<file path="config.mk">
export PLATFORM = sky130hd
export DESIGN_NAME = pur_sequencer
export DESIGN_NICKNAME = d
export VERILOG_FILES = /design/src/rtl/pur_sequencer.sv
export SDC_FILE = /design/constraint.sdc
export NUM_CORES = 1
export LEC_CHECK = 0
export CORE_AREA = 2 2 66 62
export DETAILED_ROUTE_END_ITERATION = 8
export DIE_AREA = 0 0 68 64
export GPL_ROUTABILITY_DRIVEN = 0
export HOLD_SLACK_MARGIN = 0.06
export SLEW_MARGIN = 20
export SYNTH_ARGS = -nofsm -noshare
export SYNTH_HDL_FRONTEND = slang
export SYNTH_SLANG_ARGS = --single-unit
export TNS_END_PERCENT = 10
</file>
<file path="constraint.sdc">
create_clock -name CLK -period 2.2 [get_ports CLK]
set_input_delay 0.66 -clock CLK [delete_from_list [all_inputs] [get_ports CLK]]
set_output_delay 0.66 -clock CLK [all_outputs]
set_load 0.03 [all_outputs]
</file>
<file path="src/rtl/pur_sequencer.sv">
// pur_sequencer: power-up reset sequencer.
// Holds NUM_CH downstream reset domains in reset for RST_PULSE cycles, then
// releases them one at a time in index order. Each release waits for that
// channel's READY acknowledge, bounded by TIMEOUT. Once every channel is up,
// DONE is held until any READY drops (lost-lock), which raises FAULT.
module pur_sequencer #(
    parameter int NUM_CH    = 4,
    parameter int RST_PULSE = 16,
    parameter int STAGE_DLY = 8,
    parameter int TIMEOUT   = 1024,
    parameter int CNT_W     = 16
) (
    input  logic              CLK,
    input  logic              RSTN,
    input  logic              SOFT_RST,
    input  logic              REARM,
    input  logic [NUM_CH-1:0] READY,
    output logic [NUM_CH-1:0] RST_OUT_N,
    output logic [3:0]        CH_IDX,
    output logic              DONE,
    output logic              FAULT
);

    typedef enum logic [2:0] {
        ST_HOLD  = 3'd0,
        ST_STAGE = 3'd1,
        ST_WAIT  = 3'd2,
        ST_DONE  = 3'd3,
        ST_FAULT = 3'd4
    } state_t;

    // Terminal counts; every state leaves on its last count, so the counter never wraps.
    localparam logic [CNT_W-1:0] HOLD_LAST  = CNT_W'(RST_PULSE - 1);
    localparam logic [CNT_W-1:0] STAGE_LAST = CNT_W'(STAGE_DLY - 1);
    localparam logic [CNT_W-1:0] WAIT_LAST  = CNT_W'(TIMEOUT - 1);
    localparam logic [3:0]       LAST_CH    = 4'(NUM_CH - 1);

    state_t             state_r;
    logic [CNT_W-1:0]   cnt_r;
    logic [3:0]         ch_idx_r;
    logic [NUM_CH-1:0]  rst_out_n_r;
    logic               done_r;
    logic               fault_r;

    logic [NUM_CH-1:0]  ch_mask_s;
    logic               ready_sel_s;

    // Decode the active channel into a one-hot mask and pick its READY bit.
    always_comb begin
        ch_mask_s   = {NUM_CH{1'b0}};
        ready_sel_s = 1'b0;
        for (int i = 0; i < NUM_CH; i++) begin
            ch_mask_s[i] = (4'(i) == ch_idx_r);
            ready_sel_s  = (4'(i) == ch_idx_r) ? READY[i] : ready_sel_s;
        end
    end

    // Sequencer FSM: reset and soft reset first, then per-state progression.
    always_ff @(posedge CLK) begin
        if (!RSTN || SOFT_RST) begin
            // Hard reset and soft re-sequence land in the same restart state.
            state_r     <= ST_HOLD;
            cnt_r       <= {CNT_W{1'b0}};
            ch_idx_r    <= 4'd0;
            rst_out_n_r <= {NUM_CH{1'b0}};
            done_r      <= 1'b0;
            fault_r     <= 1'b0;
        end else begin
            case (state_r)
                ST_HOLD: begin
                    if (cnt_r == HOLD_LAST) begin
                        state_r <= ST_STAGE;
                        cnt_r   <= {CNT_W{1'b0}};
                    end else begin
                        cnt_r <= cnt_r + {{(CNT_W-1){1'b0}}, 1'b1};
                    end
                end
                ST_STAGE: begin
                    if (cnt_r == STAGE_LAST) begin
                        rst_out_n_r <= rst_out_n_r | ch_mask_s;
                        state_r     <= ST_WAIT;
                        cnt_r       <= {CNT_W{1'b0}};
                    end else begin
                        cnt_r <= cnt_r + {{(CNT_W-1){1'b0}}, 1'b1};
                    end
                end
                ST_WAIT: begin
                    // READY on the timeout cycle still counts as success.
                    if (ready_sel_s) begin
                        cnt_r <= {CNT_W{1'b0}};
                        if (ch_idx_r == LAST_CH) begin
                            state_r <= ST_DONE;
                            done_r  <= 1'b1;
                        end else begin
                            ch_idx_r <= ch_idx_r + 4'd1;
                            state_r  <= ST_STAGE;
                        end
                    end else if (cnt_r == WAIT_LAST) begin
                        state_r     <= ST_FAULT;
                        rst_out_n_r <= {NUM_CH{1'b0}};
                        done_r      <= 1'b0;
                        fault_r     <= 1'b1;
                    end else begin
                        cnt_r <= cnt_r + {{(CNT_W-1){1'b0}}, 1'b1};
                    end
                end
                ST_DONE: begin
                    if (REARM) begin
                        state_r     <= ST_HOLD;
                        cnt_r       <= {CNT_W{1'b0}};
                        ch_idx_r    <= 4'd0;
                        rst_out_n_r <= {NUM_CH{1'b0}};
                        done_r      <= 1'b0;
                        fault_r     <= 1'b0;
                    end else if (!(&READY)) begin
                        // Lost-lock: CH_IDX already points at the last channel.
                        state_r     <= ST_FAULT;
                        rst_out_n_r <= {NUM_CH{1'b0}};
                        done_r      <= 1'b0;
                        fault_r     <= 1'b1;
                    end else begin
                        state_r <= ST_DONE;
                    end
                end
                ST_FAULT: begin
                    if (REARM) begin
                        state_r     <= ST_HOLD;
                        cnt_r       <= {CNT_W{1'b0}};
                        ch_idx_r    <= 4'd0;
                        rst_out_n_r <= {NUM_CH{1'b0}};
                        done_r      <= 1'b0;
                        fault_r     <= 1'b0;
                    end else begin
                        state_r <= ST_FAULT;
                    end
                end
                default: begin
                    state_r     <= ST_HOLD;
                    cnt_r       <= {CNT_W{1'b0}};
                    ch_idx_r    <= 4'd0;
                    rst_out_n_r <= {NUM_CH{1'b0}};
                    done_r      <= 1'b0;
                    fault_r     <= 1'b0;
                end
            endcase
        end
    end

    assign RST_OUT_N = rst_out_n_r;
    assign CH_IDX    = ch_idx_r;
    assign DONE      = done_r;
    assign FAULT     = fault_r;

endmodule

</file>
==> flow_summary_export.csv, run 1 <==
group,metric,value,unit
layout,fin_cells,285,
synth,async_reset_ff_share,0,%
floorplanning,die_area,4350,µm²
clock_network,post_cts_buffers,0,
floorplanning,initial_core_util,44.2,%
grt,grt_pass1_vias,1440,
place,io_buffer_count,17,
place,placed_area,2000,µm²
layout,final_util,62.5,%
layout,multi_input_area,1100,µm²
power_and_ir_drop,vdd_drop_max,323,µV
job,cap_violations,0,
layout,diodes,0,
setup_path,cp-start-kind,"input pin",
power_and_ir_drop,leakagePower,0.758,nW
grt,grt.overflow.total,0,
layout,area_growth,41.4,%
clock_network,clockBufferDepth,2,
floorplanning,std_cell_rows,21,
grt,grt_pass1_wl,6560,µm
clock_network,clock_latency,0.28,ns
setup_path,criticalPathCategory,"input pin to register",
synth,syn_inst,194,
layout,register_area,583,µm²
drt,drtPass1Iterations,4,
synth,ys_seq_area_share,36.2,%
clock_network,cts_tree,"yes",
setup_path,cp.arrival,2.30,ns
clock_network,numClockSinks,29,
synth,synth_top_cell_by_area,"dfxtp_1",
layout,n_fill_cell,318,
grt,antenna_found_initial,0,
timing,drv_slew,0,
timing,finClkSkew,0.00805,ns
timing,max_slew_margin,68.7,%
synth,synth-edff-count,0,
synth,yosys.area.top_type_share,36.2,%
drt,wirelength,4030,µm
floorplanning,die_w,68,µm
timing,worst_pin_slew,0.462,ns
timing,hold_viol_final,0,
drt,drc,0,
min_path,hold_path_class,"register to register",
timing,rsz0062_at_grt,"yes",
timing,post-route-min-period,2.13,ns
synth,synthTopCellsByArea,"dfxtp_1 (36%), nor2_1 (9.8%), xnor2_1 (8.7%), ha_1 (3.9%), a21oi_1 (3.7%)",
floorplanning,ios,18,
setup_path,crit_fanout,3,
clock_network,numCtsBuffers,5,
floorplanning,die_h,64,µm
clock_network,cts.clk_slew.worst_paths,0.06,ns
layout,nets,251,
timing,fin_ws,0.0674,ns
power_and_ir_drop,power.density_cell_area,510,nW/µm²
floorplanning,core_area,3630,µm²
grt,track_usage,19.8,%
setup_path,crit_path_end_kind,"register",
synth,synth_area,1600,µm²
clock_network,htreeDepth,2,
synth,synth_fp_nets,207,
setup_path,cp.required,2.37,ns
drt,drtIter0Drc,54,
timing,setup_viol,0,
place,dp_hpwl,2960,µm
layout,final_cell_area,2270,µm²
drt,vias,1536,
synth,synth_ff_type,"dfxtp_1",
drt,wl_per_cell,14.2,µm
place,placedCellCount,277,
synth,syn_avg_cell_area,8.26,µm²
synth,synth_seq_cells,29,
drt,vias_per_cell,5.39,
drt,ant_nets,0,
place,post-place-ws,-0.408,ns
synth,yosysWarnings,0,
grt,grt_max_degree,17,
status,status,"finished clean",
synth,ys_types,42,
layout,drive_above_1_share,26.4,%
timing,max_freq,0.469,GHz
timing,min_period_over_period,96.9,%
clock_network,root_buffer,"clkbuf_8",
## cells in the mapped netlist, types with 3 or more instances
| library cell | instances |
|---|---|
| o21ai_0 | 9 |
| nand2_1 | 9 |
| nor3_1 | 10 |
| xnor2_1 | 16 |
| a21oi_1 | 12 |
| nand2b_1 | 3 |
| ha_1 | 5 |
| nand4_1 | 3 |
| dfxtp_1 | 29 |
| nor4b_1 | 3 |
| inv_1 | 5 |
| nand3_1 | 5 |
| nor2_1 | 42 |
## worst paths after layout
path / start / end / slack [ns] / cells past startpoint
worst min-delay path: RST_OUT_N[1]$_SDFFE_PP0P_ / RST_OUT_N[1]$_SDFFE_PP0P_ / 0.47 / 2
worst max-delay path: READY[2] / DONE$_SDFFE_PP0P_ / 0.07 / 9
worst max register to register: cnt_r[1]$_SDFFE_PP0P_ / cnt_r[13]$_SDFFE_PP0P_ / 0.08 / 8
worst min register to register: RST_OUT_N[1]$_SDFFE_PP0P_ / RST_OUT_N[1]$_SDFFE_PP0P_ / 0.47 / 2
## cell families after synthesis
logic type | share of synthesized area, %
AOI/OAI and AO/OA | 14.8
xor gates and xnor gates | 8.74
adders and majority gates | 3.90
and+or+nand+nor | 32.6
DFF | 36.2
buffers and inverters | 3.67
## registers in the layout (all words and copies together) (netlist names)
signal and cells:
CH_IDX 4, DONE 1, FAULT 1, RST_OUT_N 4
cnt_r 16, state_r 3
## layout by cell type (no fill, tap or decap), types with 2 or more instances in the layout
cell             count
nor2_1              41
dfxtp_1             27
buf_4               25
xnor2_1             16
clkdlybuf4s50_1     14
a21oi_1             12
nand2_1              9
o21ai_0              6
clkbuf_8             6
inv_1                5
nor3_1               5
nand3_1              4
nor3_2               4
ha_1                 4
nand4_1              3
dfxtp_2              2
nand4b_1             2
nand3b_1             2
nor2b_1              2
or3b_2               2
and2_4               2
o31ai_4              2
a21o_1               2
nor4_4               2
nand2b_1             2
nor3b_1              2
nor4b_1              2
a31oi_1              2
dlymetal6s2s_1       2
## routing by layer
metal  vias to the layer above  routed length, µm  GRT usage [%]
met4                         0                 19           6.00
li1                        778                  -              -
met5                         -                  0              0
met1                       742               2030           28.3
met2                        14               1890           29.1
met3                         2                 93           4.75
## report_power, final
part           switching, mW  internal [mW]  leakage (nW)  total, mW
clock network          0.207          0.368        0.0574      0.575
registers            0.00121          0.527         0.235      0.528
logic                 0.0248         0.0278         0.465     0.0526
## worst max-delay path, stage by stage
cell	delay [ns]
clkdlybuf4s50_1	0.48
nor2b_1	0.05
a2111o_1	0.40
buf_4	0.17
nor2_2	0.12
buf_4	0.14
nor2_1	0.04
a31oi_1	0.19
nor2_1	0.05
## final cells by class
| type | count | area share (%) |
|---|---|---|
| repair buffers | 43 | 16.8 |
| well taps | 46 | 2.54 |
| flip-flops and latches | 29 | 25.7 |
| inverters | 5 | 0.828 |
| multi-input cells | 154 | 48.8 |
| clock inverters | 2 | 1.66 |
| clock buffers | 6 | 3.64 |
## through the flow
stage          hold slack (ns)  TNS, ns  total power [mW]
4_1_cts                  0.477        0              1.16
5_1_grt                  0.505  -0.0345              1.19
6_report                 0.467        0              1.16
2_1_floorplan            0.470        0             0.560
3_5_place_dp             0.461    -9.26             0.590
3_3_place_gp             0.451    -9.23             0.589
## repair_timing
| item | 4_1_cts | 5_1_grt |
|---|---|---|
| pin swaps | 3 | 4 |
| endpoints found under the hold margin | 0 | 0 |
| hold buffers | 0 | 0 |
| cloned | 0 | 0 |
| setup endpoints to repair | 26 | 25 |
| resized for setup | 16 | 17 |
No activity file was read; power rests on OpenSTA's default activity.
==> run 2, diff against run 1 <==
--- a/config.mk
+++ b/config.mk
@@ -10,6 +10,7 @@
 export DIE_AREA = 0 0 68 64
 export GPL_ROUTABILITY_DRIVEN = 0
 export HOLD_SLACK_MARGIN = 0.06
+export PLACE_DENSITY = 0.64
 export SLEW_MARGIN = 20
 export SYNTH_ARGS = -nofsm -noshare
 export SYNTH_HDL_FRONTEND = slang
==> flow_summary_export.csv, run 2 (synthesized netlist as in run 1, its figures left out) <==
group,metric,value,unit
grt,grt_pass1_vias,1508,
power_and_ir_drop,leakagePower,0.814,nW
setup_path,max_stage_delay,0.56,ns
layout,largest_register,"cnt_r",
drt,vias_per_cell,5.34,
layout,final_common_cell,"nor2_1",
status,status,"finished clean",
timing,min_period_over_period,97.9,%
setup_path,crit_fanout,7,
timing,max_freq,0.464,GHz
floorplanning,die_w,68,µm
floorplanning,ios,18,
grt,track_usage,20.5,%
layout,largest_reg_flops,16,
timing,setup_viol,0,
layout,drive_above_1_share,30.4,%
place,io_buffer_count,17,
clock_network,cts_tree,"yes",
floorplanning,std_cell_rows,21,
setup_path,timing.rr.end,"cnt_r[2]$_SDFFE_PP0P_",
setup_path,cp.arrival,2.32,ns
timing,rsz0062_at_grt,"yes",
timing,drv_slew,0,
drt,drtPass1Iterations,4,
layout,area_growth,45.7,%
grt,antenna_found_initial,0,
layout,final_cell_mix,"nor2_1 (37), buf_4 (30), dfxtp_1 (23)",
place,post-place-ws,-0.422,ns
place,dp_hpwl,3050,µm
clock_network,htreeDepth,2,
drt,vias,1565,
layout,n_fill_cell,291,
grt,grt.overflow.total,0,
timing,post-route-min-period,2.15,ns
setup_path,crit_chain,"clkdlybuf4s50_1 > nor4b_1 > nor2_1 > o21ai_1 > buf_4 > nor4_4 > a21oi_1 > nor2_1",
clock_network,cts.clk_slew.worst_paths,0.06,ns
grt,grt_pass1_wl,6680,µm
clock_network,numCtsBuffers,5,
min_path,hold_path_class,"register to register",
clock_network,cts.hold.buffers_added,0,
layout,nets,259,
floorplanning,initial_core_util,44.2,%
power_and_ir_drop,power.density_cell_area,464,nW/µm²
timing,worst_pin_slew,0.546,ns
clock_network,clock_latency,0.29,ns
timing,max_slew_margin,63.1,%
setup_path,r2r_cells,9,
timing,fin_ws,0.0454,ns
drt,drc,0,
drt,ant_nets,0,
setup_path,cp-start-kind,"input pin",
grt,grt_max_degree,17,
timing,finClkSkew,0.00739,ns
drt,wirelength,4420,µm
setup_path,cp_slowest_cell,"clkdlybuf4s50_1",
job,cap_violations,0,
timing,timing.hold.ws,0.475,ns
drt,wl_per_cell,15.1,µm
setup_path,endpoint,"RST_OUT_N[3]$_SDFFE_PP0P_",
clock_network,root_buffer,"clkbuf_8",
layout,diodes,0,
timing,hold_viol_final,0,
setup_path,startpoint,"REARM",
clock_network,numClockSinks,29,
floorplanning,die_h,64,µm
setup_path,rrSetupSlack,0.05,ns
drt,drtIter0Drc,126,
setup_path,rr_startpoint,"cnt_r[0]$_SDFFE_PP0P_",
setup_path,cp_common_cell,"nor2_1",
setup_path,criticalPathCategory,"input pin to register",
setup_path,cp.required,2.37,ns
clock_network,clockBufferDepth,2,
floorplanning,core_area,3630,µm²
power_and_ir_drop,vdd_drop_max,364,µV
floorplanning,die_area,4350,µm²
setup_path,crit_path_end_kind,"register",
-- run 2: critical path, delay by kind of cell --
family,cells,cell delay (ns)
AND/OR/NAND/NOR,4,0.72
buffers and inverters,2,0.69
AO/OA/AOI/OAI,2,0.24
-- run 2: worst min path at each step --
stage,startpoint,endpoint,slack (ns),cells after the start
CTS,RST_OUT_N[0]$_SDFFE_PP0P_,RST_OUT_N[0]$_SDFFE_PP0P_,0.48,2
finish,RST_OUT_N[2]$_SDFFE_PP0P_,RST_OUT_N[2]$_SDFFE_PP0P_,0.48,2
floorplan,cnt_r[1]$_SDFFE_PP0P_,cnt_r[1]$_SDFFE_PP0P_,0.47,2
detailed placement,FAULT$_SDFFE_PP0P_,FAULT$_SDFFE_PP0P_,0.46,2
global route,RST_OUT_N[1]$_SDFFE_PP0P_,RST_OUT_N[1]$_SDFFE_PP0P_,0.50,2
global placement,DONE$_SDFFE_PP0P_,DONE$_SDFFE_PP0P_,0.45,2
-- run 2: cell type report --
class,instances,area (µm²),share of cell area [%]
multi-input combinational,155,1110,47.3
sequential,29,591,25.3
timing repair buffer,50,462,19.8
clock buffer,7,96.3,4.12
tap,46,57.6,2.46
inverter,5,18.8,0.803
clock inverter,1,5.00,0.214
-- run 2: routing by layer --
layer | global-route usage [%] | share of wire, %
met4 | 9.00 | 1.9
met1 | 27.8 | 46
met3 | 4.75 | 2.9
met2 | 30.7 | 49
met5 | 0 | 0
-- run 2: through the flow --
stage	setup TNS, ns	utilization [%]	area [µm²]	std cells	total power [mW]
finish	0	64.4	2340	293	1.08
global placement	-8.66	55.8	2020	280	0.588
floorplan	0	-	1610	194	0.560
global route	-0.427	64.4	2340	293	1.13
detailed placement	-9.55	55.8	2020	280	0.590
CTS	-0.321	59.1	2140	288	1.09
-- run 2: power by group --
part,switching [mW],leakage (nW),internal (mW)
clock network,0.211,0.0542,0.282
logic,0.0276,0.523,0.0344
registers,0.00193,0.237,0.526
-- run 2: timing repair --
action | 4_1_cts | 5_1_grt
gates resized for setup | 6 | 37
cloned | 0 | 2
buffers inserted | 0 | 3
pin swaps | 4 | 13
endpoints found under the setup margin | 25 | 26
==> RTL edit, RTL diff (config.mk and constraints of run 2) <==
Change the parameter `CNT_W` from 16 to 12.
--- a/src/rtl/pur_sequencer.sv
+++ b/src/rtl/pur_sequencer.sv
@@ -8,7 +8,7 @@
     parameter int RST_PULSE = 16,
     parameter int STAGE_DLY = 8,
     parameter int TIMEOUT   = 1024,
-    parameter int CNT_W     = 16
+    parameter int CNT_W     = 12
 ) (
     input  logic              CLK,
     input  logic              RSTN,
Formal check against the unedited RTL: no difference found for any inputs over 10 cycles, from zero or initial values; that may be too few to reach the edited logic, so the function may still have changed.
==> RTL edit against run 2 <==
Routed wire length is 10% lower; critical endpoint is now CH_IDX[2]; utilization shrank 9.4 points; count of clock-buffer cells in the layout fell by 3; worst hold slack worse by 0.027 ns; sequential cell count decreased by 4; synthesized area is 2.3% lower; synthesized cell count shrank 5.2%; final area down 15%; setup slack got worse by 0.023 ns; clock power down 43%; power shrank 28%; die area is the same.
==> RTL edit: results (changes against run 2) <==
** Status
- Outcome :: finished clean

** Worst setup path
- Reg-to-reg critical path endpoint :: cnt_r[8]
- The worst setup path is captured at an output port.
- The most critical setup path has its endpoint at CH_IDX[2].
- Arrival time worst endpoint :: 1.52 ns (-0.80 ns)
- On the critical path the largest part of the delay comes from buffers and inverters.
- The minimum setup slack among reg-to-reg paths came to 0.17 ns (+0.12 ns).
- Crit-path max cell delay :: 0.76 ns (+0.20 ns)
- The largest driver fanout on the critical path is 6 (-1).
- Timing startpoint of the critical path :: CH_IDX[2]
- Number of cells on the worst reg-to-reg path :: 6 (-3)

** Routing
- Wire length per cell :: 14.9 um (-1.0%)
- DRC marker count from the first detailed-route iteration :: 85 (-33%)
- Post-Route M1 WL :: 1.82 mm (-11%)
- Detailed route wirelength on metal2 :: 1.86 mm (-14%)
- The detailed-route vias per instance is 5.85 (+9.6%).
- The met3 wirelength from detailed routing is 166 um (+30%).
- The highest layer touched by signal routing is met4.

** Logic synthesis
- After synthesis, the cell types taking the most area are sky130_fd_sc_hd__dfxtp_1, sky130_fd_sc_hd__a21oi_1, sky130_fd_sc_hd__ha_1.
- The sequential element share of the synthesized area is 32.0% (-4.2 points).
- The post-synth net total came to 197 (-4.8%).
- The number of distinct library cells after synthesis came to 55 (+31%).
- Cell types with the highest counts after synthesis :: sky130_fd_sc_hd__dfxtp_1, sky130_fd_sc_hd__a21oi_1, sky130_fd_sc_hd__nand2_1, sky130_fd_sc_hd__nor2_1, sky130_fd_sc_hd__o21ai_0

** Global route
- The wire length of the first global-routing pass was 6.95 mm (+4.0%).
- The number of global-route vias before repair came to 1,539 (+2.1%).
- The total global routing track utilization came to 20.6% (+0.091 points).
- The pin count of the biggest net entering global routing was 15 (-2).

** CTS
- H-tree lvl count :: 1 (-1)
- Register clock-pin slew on the reported worst setup and hold paths :: 0.09 ns (+0.03 ns)
- TritonCTS Buffers :: 3 (-2)
- For the worst-skew pair, the clock arrives at the later sink with an insertion delay of 0.28 ns.

** Final layout
- Final #Nets :: 233 (-10%)
- Flip-flop count of the largest register, all copies and words added :: 12 (-4)
- The fraction of layout cells with a size suffix above 1 came to 18.3% (-12 points).

** Power
- The leakage power figure came to 0.672 nW (-17%).
- The switching power share of the total came to 22.3% (+0.050 points).
- The maximum vdd drop came to 0.238 mV (-35%).

** STA
- The worst-case clock skew is 0.00688 ns (-0.000507 ns).
- The worst-case headroom to the max-slew limit came to 69.5% (+6.4 points).

** Place
- Dpl hpwl :: 3.01 mm (-1.6%)

** Hold path
- Launch instance of the worst min-delay path :: RST_OUT_N[3]
[RTL edit: worst min-delay path by stage]
stage                        end  cells past startpoint
finish              RST_OUT_N[3]                      2
global route        RST_OUT_N[3]                      2
CTS                 RST_OUT_N[3]                      2
global placement    RST_OUT_N[3]                      2
floorplan               cnt_r[0]                      1
detailed placement  RST_OUT_N[2]                      2
[RTL edit: final cells by class]
type	count	share of cell area, %
clock buffer	4	2.26
multi-input combinational	141	50.5
sequential	25	25.1
inverter	10	1.88
tap	46	2.88
timing repair buffer	39	17.4
[RTL edit: repair_timing]
item                                    in CTS  in global routing
gates resized for setup                      0                  2
hold endpoints to repair                     0                  0
endpoints found under the setup margin       0                 12
[RTL edit: power groups by stage]
| stage | combinational [W] | clock [W] | sequential [W] |
|---|---|---|---|
| after floorplan | 0.0000232 | 0 | 0.000466 |
| after global placement | 0.0000468 | 0 | 0.000466 |
| after detailed placement | 0.0000481 | 0 | 0.000467 |
| after CTS | 0.0000482 | 0.000291 | 0.000456 |
| after global routing | 0.0000531 | 0.000307 | 0.000457 |
| final | 0.0000483 | 0.000279 | 0.000456 |
[RTL edit: layer usage]
| metal | track usage (%) | up-vias |
|---|---|---|
| met3 | 4.75 | 11 |
| met2 | 30.5 | 36 |
| met5 | 0 | - |
| li1 | - | 769 |
| met1 | 28.0 | 735 |
| met4 | 9.50 | 0 |
[RTL edit: worst register-to-register path, stage by stage, from the launching register on]
cell,delay [ns]
sky130_fd_sc_hd__dfxtp_1,0.41
sky130_fd_sc_hd__ha_1,0.25
sky130_fd_sc_hd__nor4bb_1,0.37
sky130_fd_sc_hd__and4_1,0.28
sky130_fd_sc_hd__nor3_2,0.09
sky130_fd_sc_hd__o31ai_4,0.42
sky130_fd_sc_hd__a31oi_1,0.09
[RTL edit: logic make-up after synthesis]
logic type,synth area share (%)
buffers and inverters,4.80
multiplexers,0.640
flip-flops,32.0
AO/OA/AOI/OAI,29.1
AND/OR/NAND/NOR,28.4
adder cells (fa/ha/maj),4.00
XOR/XNOR,1.12
[RTL edit: metrics by stage]
stage	cell area (um2)	setup TNS, ns	setup WS, ns	hold WS [ns]	std cells
6_report	2000	0	0.0225	0.448	265
5_1_grt	2000	-0.207	-0.0682	0.473	265
4_1_cts	1990	0	0.0204	0.452	265
3_5_place_dp	1940	-4.17	-0.258	0.440	261
3_3_place_gp	1940	-3.37	-0.200	0.433	261
2_1_floorplan	1570	0	0.0718	0.448	184
